File: config.mk
export PLATFORM = sky130hd
export DESIGN_NAME = rv0_lsu_flat
export DESIGN_NICKNAME = d
export VERILOG_FILES = /design/src/rtl/rv0_pkg.sv /design/src/rtl/rv_sbuf_if.sv /design/src/rtl/rv0_lsu_align.sv /design/src/rtl/rv0_lsu.sv /design/src/flat_wrapper.sv
export SDC_FILE = /design/constraint.sdc
export NUM_CORES = 1
export LEC_CHECK = 0
export CAP_MARGIN = 0
export CORE_UTILIZATION = 43
export CTS_CLUSTER_DIAMETER = 50
export CTS_CLUSTER_SIZE = 40
export DETAILED_ROUTE_END_ITERATION = 12
export DONT_BUFFER_PORTS = 1
export PLACE_DENSITY = 0.56
export SYNTH_ARGS = -nofsm -noshare
export SYNTH_HDL_FRONTEND = slang
export SYNTH_SLANG_ARGS = --single-unit
File: constraint.sdc
create_clock -name clk_i -period 10.5 [get_ports clk_i]
set_input_delay 1.575 -clock clk_i [delete_from_list [all_inputs] [get_ports clk_i]]
set_output_delay 1.575 -clock clk_i [all_outputs]
set_load 0.005 [all_outputs]
File: src/rtl/rv0_pkg.sv
// Shared types and decode helpers for the rv0 core; this slice carries the LSU pieces.
package rv0_pkg;

  typedef enum logic [1:0] {IDLE, REQ, WAIT, WB} lsu_state_e;

  localparam logic [2:0] LSU_B  = 3'b000;
  localparam logic [2:0] LSU_H  = 3'b001;
  localparam logic [2:0] LSU_W  = 3'b010;
  localparam logic [2:0] LSU_D  = 3'b011;
  localparam logic [2:0] LSU_BU = 3'b100;
  localparam logic [2:0] LSU_HU = 3'b101;
  localparam logic [2:0] LSU_WU = 3'b110;

  localparam logic [6:0] OPC_LOAD  = 7'b0000011;
  localparam logic [6:0] OPC_STORE = 7'b0100011;

  function automatic logic [31:0] imm_i(input logic [31:0] insn);
    return {{20{insn[31]}}, insn[31:20]};
  endfunction

  function automatic logic [31:0] imm_s(input logic [31:0] insn);
    return {{20{insn[31]}}, insn[31:25], insn[11:7]};
  endfunction

  // Illegal width encodings share the misalignment trap so the IDU sees one failure path.
  function automatic logic lsu_bad_access(input logic [2:0] funct3, input logic is_st,
                                          input logic [2:0] ea_lo, input logic xlen64);
    logic legal;
    logic mis;
    if (is_st) legal = (funct3 == LSU_B) || (funct3 == LSU_H) || (funct3 == LSU_W) ||
                       (xlen64 && funct3 == LSU_D);
    else       legal = (funct3 == LSU_B) || (funct3 == LSU_H) || (funct3 == LSU_W) ||
                       (funct3 == LSU_BU) || (funct3 == LSU_HU) ||
                       (xlen64 && (funct3 == LSU_D || funct3 == LSU_WU));
    case (funct3[1:0])
      2'd0:    mis = 1'b0;
      2'd1:    mis = ea_lo[0];
      2'd2:    mis = |ea_lo[1:0];
      default: mis = |ea_lo;
    endcase
    return !legal || mis;
  endfunction

endpackage

File: src/rtl/rv_sbuf_if.sv
// Skid-buffer handshake between pipeline stages: source presents rdy plus payload, sink acks.
interface rv_sbuf_if #(
  parameter int XLEN = 32,
  parameter int FLEN = 32
);
  logic [31:0]     insn;
  logic [6:0]      opcode;
  logic [4:0]      rd;
  logic [XLEN-1:0] idata1;
  logic [XLEN-1:0] idata2;
  logic [FLEN-1:0] fdata1;
  logic            rdy;
  logic            ack;

  modport source (output insn, opcode, rd, idata1, idata2, fdata1, rdy, input ack);
  modport sink   (input insn, opcode, rd, idata1, idata2, fdata1, rdy, output ack);
endinterface

File: src/rtl/rv0_lsu_align.sv
// Byte-lane steering for the data bus: store shift/byte-enables and load extract/extend.
module rv0_lsu_align
  import rv0_pkg::*;
#(
  parameter int XLEN = 32,
  parameter int OFFW = $clog2(XLEN / 8)
) (
  input  logic [1:0]        st_size_i,
  input  logic [OFFW-1:0]   st_off_i,
  input  logic [XLEN-1:0]   st_data_i,
  output logic [XLEN/8-1:0] st_be_o,
  output logic [XLEN-1:0]   st_data_o,
  input  logic [2:0]        ld_funct3_i,
  input  logic [OFFW-1:0]   ld_off_i,
  input  logic [XLEN-1:0]   ld_rdata_i,
  output logic [XLEN-1:0]   ld_data_o
);
  localparam int BEW = XLEN / 8;

  logic [XLEN-1:0] ld_sh;

  assign st_data_o = st_data_i << {st_off_i, 3'b000};
  assign ld_sh     = ld_rdata_i >> {ld_off_i, 3'b000};

  always_comb begin
    case (st_size_i)
      2'd0:    st_be_o = BEW'(1) << st_off_i;
      2'd1:    st_be_o = BEW'(3) << st_off_i;
      2'd2:    st_be_o = BEW'(15) << st_off_i;
      default: st_be_o = '1;
    endcase
  end

  always_comb begin
    case (ld_funct3_i)
      LSU_B:   ld_data_o = {{(XLEN-8){ld_sh[7]}}, ld_sh[7:0]};
      LSU_H:   ld_data_o = {{(XLEN-16){ld_sh[15]}}, ld_sh[15:0]};
      LSU_W:   ld_data_o = XLEN'(signed'(ld_sh[31:0]));
      LSU_BU:  ld_data_o = XLEN'(ld_sh[7:0]);
      LSU_HU:  ld_data_o = XLEN'(ld_sh[15:0]);
      LSU_WU:  ld_data_o = XLEN'(ld_sh[31:0]);
      default: ld_data_o = ld_sh;
    endcase
  end

endmodule

File: src/rtl/rv0_lsu.sv
// Load/store unit: drains the IDU->MA skid buffer, runs one blocking data-memory access
// at a time and returns load data on the integer write-back port.
module rv0_lsu
  import rv0_pkg::*;
#(
  parameter int XLEN = 32,
  parameter int FLEN = 32
) (
  input  logic              clk_i,
  input  logic              rst_i,
  input  logic              lsu_flush_i,
  rv_sbuf_if.sink           idu_ma_sbuf_if,
  output logic              dmem_req_o,
  output logic              dmem_we_o,
  output logic [XLEN-1:0]   dmem_addr_o,
  output logic [XLEN/8-1:0] dmem_be_o,
  output logic [XLEN-1:0]   dmem_wdata_o,
  input  logic              dmem_gnt_i,
  input  logic              dmem_rvalid_i,
  input  logic [XLEN-1:0]   dmem_rdata_i,
  output logic [4:0]        rfi_waddr_o,
  output logic [XLEN-1:0]   rfi_wdata_o,
  output logic              rfi_we_o,
  output logic              lsu_exc_o,
  output logic              lsu_exc_st_o
);
  localparam int BEW  = XLEN / 8;
  localparam int OFFW = $clog2(BEW);
  localparam int unused_flen = FLEN;

  lsu_state_e      state_q;
  logic            req_q, we_q, st_q, exc_q, exc_st_q, rfi_we_q;
  logic [XLEN-1:0] addr_q, wdata_q, rfi_wdata_q;
  logic [BEW-1:0]  be_q;
  logic [2:0]      funct3_q;
  logic [OFFW-1:0] off_q;
  logic [4:0]      rd_q;

  logic            accept, is_st, bad, unused_sig;
  logic [2:0]      funct3;
  logic [31:0]     imm;
  logic [XLEN-1:0] ea, st_wdata, ld_data;
  logic [BEW-1:0]  st_be;

  assign idu_ma_sbuf_if.ack = (state_q == IDLE) && !lsu_flush_i && !rst_i;
  assign accept = idu_ma_sbuf_if.rdy && idu_ma_sbuf_if.ack;
  assign is_st  = idu_ma_sbuf_if.opcode == OPC_STORE;
  assign funct3 = idu_ma_sbuf_if.insn[14:12];
  // idata2 carries rs2 for stores, so the offset must come from the instruction word.
  assign imm    = is_st ? imm_s(idu_ma_sbuf_if.insn) : imm_i(idu_ma_sbuf_if.insn);
  assign ea     = idu_ma_sbuf_if.idata1 + XLEN'(signed'(imm));
  assign bad    = lsu_bad_access(funct3, is_st, ea[2:0], XLEN == 64);
  assign unused_sig = ^idu_ma_sbuf_if.fdata1;

  rv0_lsu_align #(.XLEN(XLEN), .OFFW(OFFW)) u_align (
    .st_size_i  (funct3[1:0]),
    .st_off_i   (ea[OFFW-1:0]),
    .st_data_i  (idu_ma_sbuf_if.idata2),
    .st_be_o    (st_be),
    .st_data_o  (st_wdata),
    .ld_funct3_i(funct3_q),
    .ld_off_i   (off_q),
    .ld_rdata_i (dmem_rdata_i),
    .ld_data_o  (ld_data)
  );

  always_ff @(posedge clk_i) begin
    if (rst_i) begin
      state_q     <= IDLE;
      req_q       <= 1'b0;
      we_q        <= 1'b0;
      st_q        <= 1'b0;
      exc_q       <= 1'b0;
      exc_st_q    <= 1'b0;
      rfi_we_q    <= 1'b0;
      addr_q      <= '0;
      wdata_q     <= '0;
      be_q        <= '0;
      rfi_wdata_q <= '0;
      funct3_q    <= '0;
      off_q       <= '0;
      rd_q        <= '0;
    end else begin
      rfi_we_q <= 1'b0;
      exc_q    <= 1'b0;
      exc_st_q <= 1'b0;
      case (state_q)
        IDLE: if (accept) begin
          rd_q     <= idu_ma_sbuf_if.rd;
          funct3_q <= funct3;
          st_q     <= is_st;
          off_q    <= ea[OFFW-1:0];
          if (bad) begin
            // Trapped loads still write back (zero) so the IDU reservation is released.
            exc_q       <= 1'b1;
            exc_st_q    <= is_st;
            rfi_we_q    <= !is_st && (idu_ma_sbuf_if.rd != 5'd0);
            rfi_wdata_q <= '0;
          end else begin
            req_q   <= 1'b1;
            we_q    <= is_st;
            addr_q  <= ea & ~XLEN'(BEW - 1);
            be_q    <= st_be;
            wdata_q <= st_wdata;
            state_q <= REQ;
          end
        end
        REQ: if (dmem_gnt_i) begin
          req_q   <= 1'b0;
          we_q    <= 1'b0;
          state_q <= WAIT;
        end
        WAIT: if (dmem_rvalid_i) begin
          if (st_q) state_q <= IDLE;
          else begin
            rfi_wdata_q <= ld_data;
            state_q     <= WB;
          end
        end
        WB: begin
          rfi_we_q <= rd_q != 5'd0;
          state_q  <= IDLE;
        end
        default: state_q <= IDLE;
      endcase
    end
  end

  assign dmem_req_o   = req_q;
  assign dmem_we_o    = we_q;
  assign dmem_addr_o  = addr_q;
  assign dmem_be_o    = be_q;
  assign dmem_wdata_o = wdata_q;
  assign rfi_waddr_o  = rd_q;
  assign rfi_wdata_o  = rfi_wdata_q;
  assign rfi_we_o     = rfi_we_q;
  assign lsu_exc_o    = exc_q;
  assign lsu_exc_st_o = exc_st_q;

endmodule

File: src/flat_wrapper.sv
// flat-port wrapper written by rule: the top's interface ports become plain ports
module rv0_lsu_flat import rv0_pkg::*;
#(
  parameter int XLEN = 32,
  parameter int FLEN = 32
)
  (clk_i, rst_i, lsu_flush_i, dmem_req_o, dmem_we_o, dmem_addr_o, dmem_be_o, dmem_wdata_o, dmem_gnt_i, dmem_rvalid_i, dmem_rdata_i, rfi_waddr_o, rfi_wdata_o, rfi_we_o, lsu_exc_o, lsu_exc_st_o, idu_ma_sbuf_if_insn, idu_ma_sbuf_if_opcode, idu_ma_sbuf_if_rd, idu_ma_sbuf_if_idata1, idu_ma_sbuf_if_idata2, idu_ma_sbuf_if_fdata1, idu_ma_sbuf_if_rdy, idu_ma_sbuf_if_ack);
  rv_sbuf_if #(.XLEN(XLEN), .FLEN(FLEN)) idu_ma_sbuf_if_i ();
  input  logic clk_i;
  input  logic rst_i;
  input  logic lsu_flush_i;
  output logic dmem_req_o;
  output logic dmem_we_o;
  output logic [XLEN-1:0] dmem_addr_o;
  output logic [XLEN/8-1:0] dmem_be_o;
  output logic [XLEN-1:0] dmem_wdata_o;
  input  logic dmem_gnt_i;
  input  logic dmem_rvalid_i;
  input  logic [XLEN-1:0] dmem_rdata_i;
  output logic [4:0] rfi_waddr_o;
  output logic [XLEN-1:0] rfi_wdata_o;
  output logic rfi_we_o;
  output logic lsu_exc_o;
  output logic lsu_exc_st_o;
  input wire logic [$bits(idu_ma_sbuf_if_i.insn)-1:0] idu_ma_sbuf_if_insn;
  input wire logic [$bits(idu_ma_sbuf_if_i.opcode)-1:0] idu_ma_sbuf_if_opcode;
  input wire logic [$bits(idu_ma_sbuf_if_i.rd)-1:0] idu_ma_sbuf_if_rd;
  input wire logic [$bits(idu_ma_sbuf_if_i.idata1)-1:0] idu_ma_sbuf_if_idata1;
  input wire logic [$bits(idu_ma_sbuf_if_i.idata2)-1:0] idu_ma_sbuf_if_idata2;
  input wire logic [$bits(idu_ma_sbuf_if_i.fdata1)-1:0] idu_ma_sbuf_if_fdata1;
  input wire logic [$bits(idu_ma_sbuf_if_i.rdy)-1:0] idu_ma_sbuf_if_rdy;
  output wire logic [$bits(idu_ma_sbuf_if_i.ack)-1:0] idu_ma_sbuf_if_ack;
  assign idu_ma_sbuf_if_i.insn = idu_ma_sbuf_if_insn;
  assign idu_ma_sbuf_if_i.opcode = idu_ma_sbuf_if_opcode;
  assign idu_ma_sbuf_if_i.rd = idu_ma_sbuf_if_rd;
  assign idu_ma_sbuf_if_i.idata1 = idu_ma_sbuf_if_idata1;
  assign idu_ma_sbuf_if_i.idata2 = idu_ma_sbuf_if_idata2;
  assign idu_ma_sbuf_if_i.fdata1 = idu_ma_sbuf_if_fdata1;
  assign idu_ma_sbuf_if_i.rdy = idu_ma_sbuf_if_rdy;
  assign idu_ma_sbuf_if_ack = idu_ma_sbuf_if_i.ack;
  rv0_lsu #(.XLEN(XLEN), .FLEN(FLEN)) u_core (.clk_i(clk_i), .rst_i(rst_i), .lsu_flush_i(lsu_flush_i), .idu_ma_sbuf_if(idu_ma_sbuf_if_i), .dmem_req_o(dmem_req_o), .dmem_we_o(dmem_we_o), .dmem_addr_o(dmem_addr_o), .dmem_be_o(dmem_be_o), .dmem_wdata_o(dmem_wdata_o), .dmem_gnt_i(dmem_gnt_i), .dmem_rvalid_i(dmem_rvalid_i), .dmem_rdata_i(dmem_rdata_i), .rfi_waddr_o(rfi_waddr_o), .rfi_wdata_o(rfi_wdata_o), .rfi_we_o(rfi_we_o), .lsu_exc_o(lsu_exc_o), .lsu_exc_st_o(lsu_exc_st_o));
endmodule
==> impl_metrics.py, run 1 <==
metrics = {
    "placed_design": {
        "dp_hpwl_mm": 14.2,
        "portBuffers": 0,
        "place_area_um2": 7080,
        "dpl_worst_slack_ps": 3610,
        "gp_congestion": 0.842,
    },
    "clocking": {
        "root_buffer": "clkbuf_16",
        "path_clk_slew_ps": 60,
        "cts_made_buffers": 17,
        "post_cts_buffers": 0,
        "cts_resized": 0,
        "postCtsHoldBufs": 0,
        "clk_latency_ps": 410,
        "clkSinkCount": 116,
        "ctsHtreeMaxLevel": 4,
        "clockBufferDepth": 2,
        "cts_tree": "yes",
    },
    "setup_path": {
        "crit_path_top_delay_cell": "a21o_1",
        "cp_common_cell": "nand2_1",
        "path_max_fanout": 40,
        "critPathKind": "input port to flip-flop",
        "arrival_ps": 6740,
        "slowest_delay_ps": 830,
        "cp.required_ps": 10840,
        "cp_cell_sequence": "nand4b_1 > or4_1 > clkinv_2 > nand2_1 > nand2_1 > ha_1 > inv_1 > fa_1 > buf_4 > nor2b_1 > nand2_1 > a221oi_2 > nor2_1 > nor2b_2 > a21o_1 > a22oi_1 > nor2_1",
        "cp-end-kind": "flip-flop",
        "start_kind": "input port",
    },
    "yosys": {
        "synth_seq_area_share_pct": 32.9,
        "yosysWarnings": 0,
        "synth-compound-area-share_pct": 22.1,
        "synth_top_cell_by_area": "dfxtp_1",
        "synth_area_leaders": "dfxtp_1 33%, nand2_1 8.3%, a21oi_1 7.3%",
        "synth_xor_area_share_pct": 2.85,
        "synthAdderAreaFrac_pct": 7.55,
        "synth-seq-cells": 116,
        "synthMuxAreaShare_pct": 7.64,
        "synth_cell_types": 69,
        "syn_area_um2": 7060,
        "syn_inst": 902,
        "synth.top_cell.area_share_pct": 32.9,
        "synth_top_family_by_area": "compound AO/OA/AOI/OAI gates",
        "synth_edf_count": 0,
        "async_flop_share_pct": 0,
        "synth-simple-area-share_pct": 21.8,
        "synthFlopType": "dfxtp_1",
        "avgSynthCellArea_um2": 7.83,
    },
    "hold_path": {
        "hold_class": "flip-flop to flip-flop",
    },
    "detailed_routing": {
        "num_vias": 6238,
        "firstDrtPassIters": 5,
        "viasPerCell": 5.72,
        "ant_nets": 0,
        "first_iter_violations": 419,
        "drc": 0,
        "wl_mm": 19.8,
        "wl_per_cell_um": 18.2,
    },
    "finish": {
        "synthToLayoutAreaGrowth_pct": 8.93,
        "layout.area.seq_um2": 2320,
        "n_antenna_cell": 0,
        "most-common-layout-cells": "156 x nand2_1, 116 x dfxtp_1, 103 x a21oi_1, 72 x nor2_1",
        "fin_nets": 1082,
        "fin_area_um2": 7690,
        "multi_input_area_um2": 4380,
        "final_common_cell": "nand2_1",
        "drive_gt1_share_pct": 8.23,
        "n_fill_cell": 1580,
    },
    "outcome": {
        "status": "completed",
    },
    "grt": {
        "grt_antenna_before_repair": 0,
        "grt-ovfl-total": 0,
        "grt_pass1_vias": 5814,
        "grtUsageTotal_pct": 22.8,
        "grt_max_degree": 111,
        "grt_pass1_wl_mm": 29.9,
    },
    "floorplan": {
        "fp.dieW_um": 130,
        "die_area_um2": 16900,
        "start_util_pct": 44.3,
        "ioPinCount": 289,
        "core-area_um2": 15900,
        "die_y_um": 130,
        "row_count": 46,
    },
    "timing": {
        "fmax_mhz": 156,
        "clock_skew_ps": 7.58,
        "tightest_slew_ps": 1070,
        "rsz0062_at_grt": "false",
        "maxSlewViolCount": 0,
        "setup_viol": 0,
        "setup_ws_ps": 4110,
        "fin_crit_ps": 6390,
        "final-hold-violation-count": 0,
        "max_slew_margin_pct": 28.3,
        "tns_ps": 0,
        "fin_crit_sh_pct": 60.9,
    },
    "pwr": {
        "p_total_mw": 1.33,
        "internal-power_uw": 935,
        "p_seq_share_pct": 35.8,
        "p_per_area_nw_per_um2": 173,
        "combPwrFrac_pct": 19.6,
        "ir_worst_vdd_v": 0.000123,
        "total_leakage_power_nw": 2.79,
        "clkPwrFrac_pct": 44.7,
        "switching_power_uw": 393,
        "sw_frac_of_total_pct": 29.6,
    },
    "job": {
        "drv_cap": 0,
    },
}
## cell usage after synthesis (10+ instances only)
cell,count
nand3_1,41
ha_1,41
mux2i_1,37
dfxtp_1,116
nor3_1,19
xnor2_1,10
xor2_1,13
a21o_1,13
a211oi_1,14
mux2_2,15
a22oi_1,17
o211ai_1,14
nand2_1,157
nor2_1,72
o21ai_0,39
inv_1,15
clkbuf_1,38
buf_2,12
a21oi_1,103
## final cells by class
| class | count | share of cell area [%] |
|---|---|---|
| Inverter | 17 | 0.846 |
| Timing Repair Buffer | 5 | 0.488 |
| Clock inverter | 12 | 2.02 |
| Multi-Input combinational cell | 705 | 57.0 |
| Tap cell | 216 | 3.51 |
| Sequential cell | 116 | 30.2 |
| Clock buffer | 20 | 5.94 |
## sequential cells by signal, indices dropped and copies added (netlist names), 2 cells and up
name / count
u_core.rfi_waddr_o: 5
u_core.state_q: 2
u_core.off_q: 2
u_core.funct3_q: 3
u_core.dmem_wdata_o: 32
u_core.rfi_wdata_o: 32
u_core.dmem_be_o: 4
u_core.dmem_addr_o: 30
## final timing paths
kind                                                           from                                  end  slack (ps)  depth (start not counted)
worst min-delay path            u_core.dmem_addr_o[11]$_SDFFE_PP0P_  u_core.dmem_addr_o[11]$_SDFFE_PP0P_         460                          2
worst max-delay path                       idu_ma_sbuf_if_opcode[6]  u_core.rfi_wdata_o[30]$_SDFFE_PP0P_        4110                         17
worst max register to register       u_core.state_q[0]$_SDFFE_PP0P_       u_core.state_q[1]$_SDFFE_PP0P_        7080                          9
worst min register to register  u_core.dmem_addr_o[11]$_SDFFE_PP0P_  u_core.dmem_addr_o[11]$_SDFFE_PP0P_         460                          2
## worst max-delay path: cells and delay by family
family          cells  cell delay, ps
compound gates      3            1460
fa+ha+maj           2             640
buf+inv             3             640
simple gates        9            2380
## layer usage
layer	global-route usage (%)	vias to the layer above	wire length [µm]
met5	0	-	0
met4	8.82	0	328
met3	7.50	26	1770
met2	36.5	232	9160
met1	28.3	2841	8540
li1	-	3139	-
## power by group through the flow
stage,logic (mW),registers (mW),clock network [mW]
detailed placement,0.258,0.484,0
global placement,0.253,0.484,0
floorplan,0.225,0.474,0
finish,0.260,0.475,0.593
CTS,0.260,0.475,0.608
global route,0.291,0.477,0.624
## cells by family after synthesis
logic type	Yosys count
mux	52
fa+ha+maj	42
flops	116
xor+xnor	23
other cells	1
buf+inv	82
compound gates	246
simple gates	340
## stage by stage
stage / hold WS, ps / cells / util (%)
after detailed placement: 457 / 1059 / 44.4
final: 462 / 1091 / 48.2
after floorplan: 445 / 903 / -
after CTS: 469 / 1091 / 48.2
after global placement: 456 / 1059 / 44.4
after global routing: 480 / 1091 / 48.2
(Power assumes the default switching activity.)
==> run 2: changes to the inputs <==
--- a/config.mk
+++ b/config.mk
@@ -11,7 +11,7 @@
 export CTS_CLUSTER_SIZE = 40
 export DETAILED_ROUTE_END_ITERATION = 12
 export DONT_BUFFER_PORTS = 1
-export PLACE_DENSITY = 0.56
+export PLACE_DENSITY = 0.58
 export SYNTH_ARGS = -nofsm -noshare
 export SYNTH_HDL_FRONTEND = slang
 export SYNTH_SLANG_ARGS = --single-unit
==> constraint.sdc (replaced) <==
create_clock -name clk_i -period 5.44 [get_ports clk_i]
set_input_delay 0.816 -clock clk_i [delete_from_list [all_inputs] [get_ports clk_i]]
set_output_delay 0.816 -clock clk_i [all_outputs]
set_load 0.005 [all_outputs]
==> impl_metrics.py, run 2 (synthesis gave the netlist of run 1 again) <==
metrics = {
    "finish": {
        "synthToLayoutAreaGrowth_pct": 11.0,
        "drive_gt1_share_pct": 9.17,
        "n_fill_cell": 1567,
        "stdcell_count": 1099,
        "n_antenna_cell": 0,
        "most-common-layout-cells": "156 x nand2_1, 116 x dfxtp_1, 103 x a21oi_1, 72 x nor2_1",
        "final_common_cell": "nand2_1",
        "fin_nets": 1090,
    },
    "setup_path": {
        "r2r_setup_slack_ps": 2440,
        "critPathKind": "input port to flip-flop",
        "crit_path_end": "u_core.state_q[1]$_SDFFE_PP0P_",
        "path_max_fanout": 27,
        "crit_path_start": "idu_ma_sbuf_if_opcode[6]",
        "timing.rr.start": "u_core.state_q[1]$_SDFFE_PP0P_",
        "cp-end-kind": "flip-flop",
        "reg2regPathDepth": 9,
        "start_kind": "input port",
        "cp.required_ps": 5730,
        "worst_r2r_endpoint": "u_core.state_q[1]$_SDFFE_PP0P_",
        "arrival_ps": 4410,
    },
    "detailed_routing": {
        "first_iter_violations": 316,
        "wl_per_cell_um": 18.2,
        "wl_mm": 20.0,
        "viasPerCell": 5.80,
        "ant_nets": 0,
        "num_vias": 6375,
        "firstDrtPassIters": 4,
        "drc": 0,
    },
    "timing": {
        "max_slew_margin_pct": 58.9,
        "tightest_slew_ps": 615,
        "fmax_mhz": 242,
        "tns_ps": 0,
        "setup_ws_ps": 1320,
        "setup_viol": 0,
        "fin_crit_ps": 4120,
        "rsz0062_at_grt": "false",
        "maxSlewViolCount": 0,
        "fin_crit_sh_pct": 75.8,
        "clock_skew_ps": 8.13,
        "final-hold-violation-count": 0,
    },
    "clocking": {
        "cts_resized": 0,
        "root_buffer": "clkbuf_16",
        "cts_tree": "yes",
        "path_clk_slew_ps": 50,
        "postCtsHoldBufs": 0,
        "clk_latency_ps": 410,
        "ctsHtreeMaxLevel": 4,
        "clockBufferDepth": 2,
        "clkSinkCount": 116,
        "post_cts_buffers": 0,
        "cts_made_buffers": 17,
    },
    "floorplan": {
        "core-area_um2": 15900,
        "die_area_um2": 16900,
        "row_count": 46,
        "ioPinCount": 289,
        "fp.dieW_um": 130,
        "start_util_pct": 44.3,
        "die_y_um": 130,
    },
    "outcome": {
        "status": "completed",
    },
    "placed_design": {
        "gp_congestion": 0.829,
        "place_inst": 1067,
        "dpl_worst_slack_ps": 868,
        "portBuffers": 0,
        "dp_hpwl_mm": 14.9,
    },
    "grt": {
        "grt_pass1_wl_mm": 30.0,
        "grt_pass1_vias": 6086,
        "grt_max_degree": 111,
        "grt_antenna_before_repair": 0,
        "grt-ovfl-total": 0,
        "grtUsageTotal_pct": 22.9,
    },
    "pwr": {
        "total_leakage_power_nw": 2.87,
        "p_per_area_nw_per_um2": 349,
        "ir_worst_vdd_v": 0.000210,
    },
    "hold_path": {
        "hold_class": "flip-flop to flip-flop",
    },
    "job": {
        "drv_cap": 0,
    },
}
## run 2: worst min path at each step
stage	start	cells after the start	slack, ps	endpoint
after global routing	rst_i	1	450	u_core.dmem_wdata_o[14]$_SDFFE_PP0P_
after detailed placement	u_core.off_q[0]$_SDFFE_PP0P_	2	450	u_core.off_q[0]$_SDFFE_PP0P_
final	u_core.off_q[0]$_SDFFE_PP0P_	2	450	u_core.off_q[0]$_SDFFE_PP0P_
after floorplan	u_core.funct3_q[2]$_SDFFE_PP0P_	2	440	u_core.funct3_q[2]$_SDFFE_PP0P_
after CTS	rst_i	1	450	u_core.dmem_wdata_o[26]$_SDFFE_PP0P_
after global placement	u_core.off_q[0]$_SDFFE_PP0P_	2	440	u_core.off_q[0]$_SDFFE_PP0P_
## run 2: per-stage QoR
step	hold WS, ps	area, µm²	power (mW)	util [%]
3_3_place_gp	443	7150	1.43	44.9
4_1_cts	450	7840	2.76	49.2
2_1_floorplan	445	7060	1.35	-
3_5_place_dp	447	7150	1.44	44.9
6_report	450	7840	2.74	49.2
5_1_grt	454	7840	2.87	49.2
## run 2: layout make-up
class | instances | area [µm²] | share of cell area, %
Clock buffer | 18 | 439 | 5.60
Clock inverter | 14 | 248 | 3.16
Inverter | 17 | 65.1 | 0.830
Multi-Input combinational cell | 705 | 4380 | 55.9
Sequential cell | 116 | 2320 | 29.6
Tap cell | 216 | 270 | 3.45
Timing Repair Buffer | 13 | 110 | 1.40
## run 2: critical path, cell delays in order
cell,delay (ps)
nand4b_1,140
or4_1,450
clkinv_2,140
nand2_1,70
nand2_1,60
ha_1,150
inv_1,50
fa_1,530
buf_4,260
o211ai_1,140
a221oi_2,300
nand2_2,350
a221oi_1,580
inv_1,70
o21ai_0,170
a21oi_1,100
## run 2: routing by layer
metal / vias up / global-route usage [%] / routed length (µm)
met5: - / 0 / 0
met4: 0 / 7.39 / 275
met3: 21 / 8.94 / 1860
met2: 234 / 39.1 / 9640
met1: 2953 / 26.2 / 8250
li1: 3167 / - / -
## run 2: power breakdown
part / internal [mW] / leakage, nW / switching (mW)
clock network: 0.878 / 0.328 / 0.431
logic: 0.195 / 1.61 / 0.322
registers: 0.880 / 0.937 / 0.0290
total: 1.95 / 2.87 / 0.782
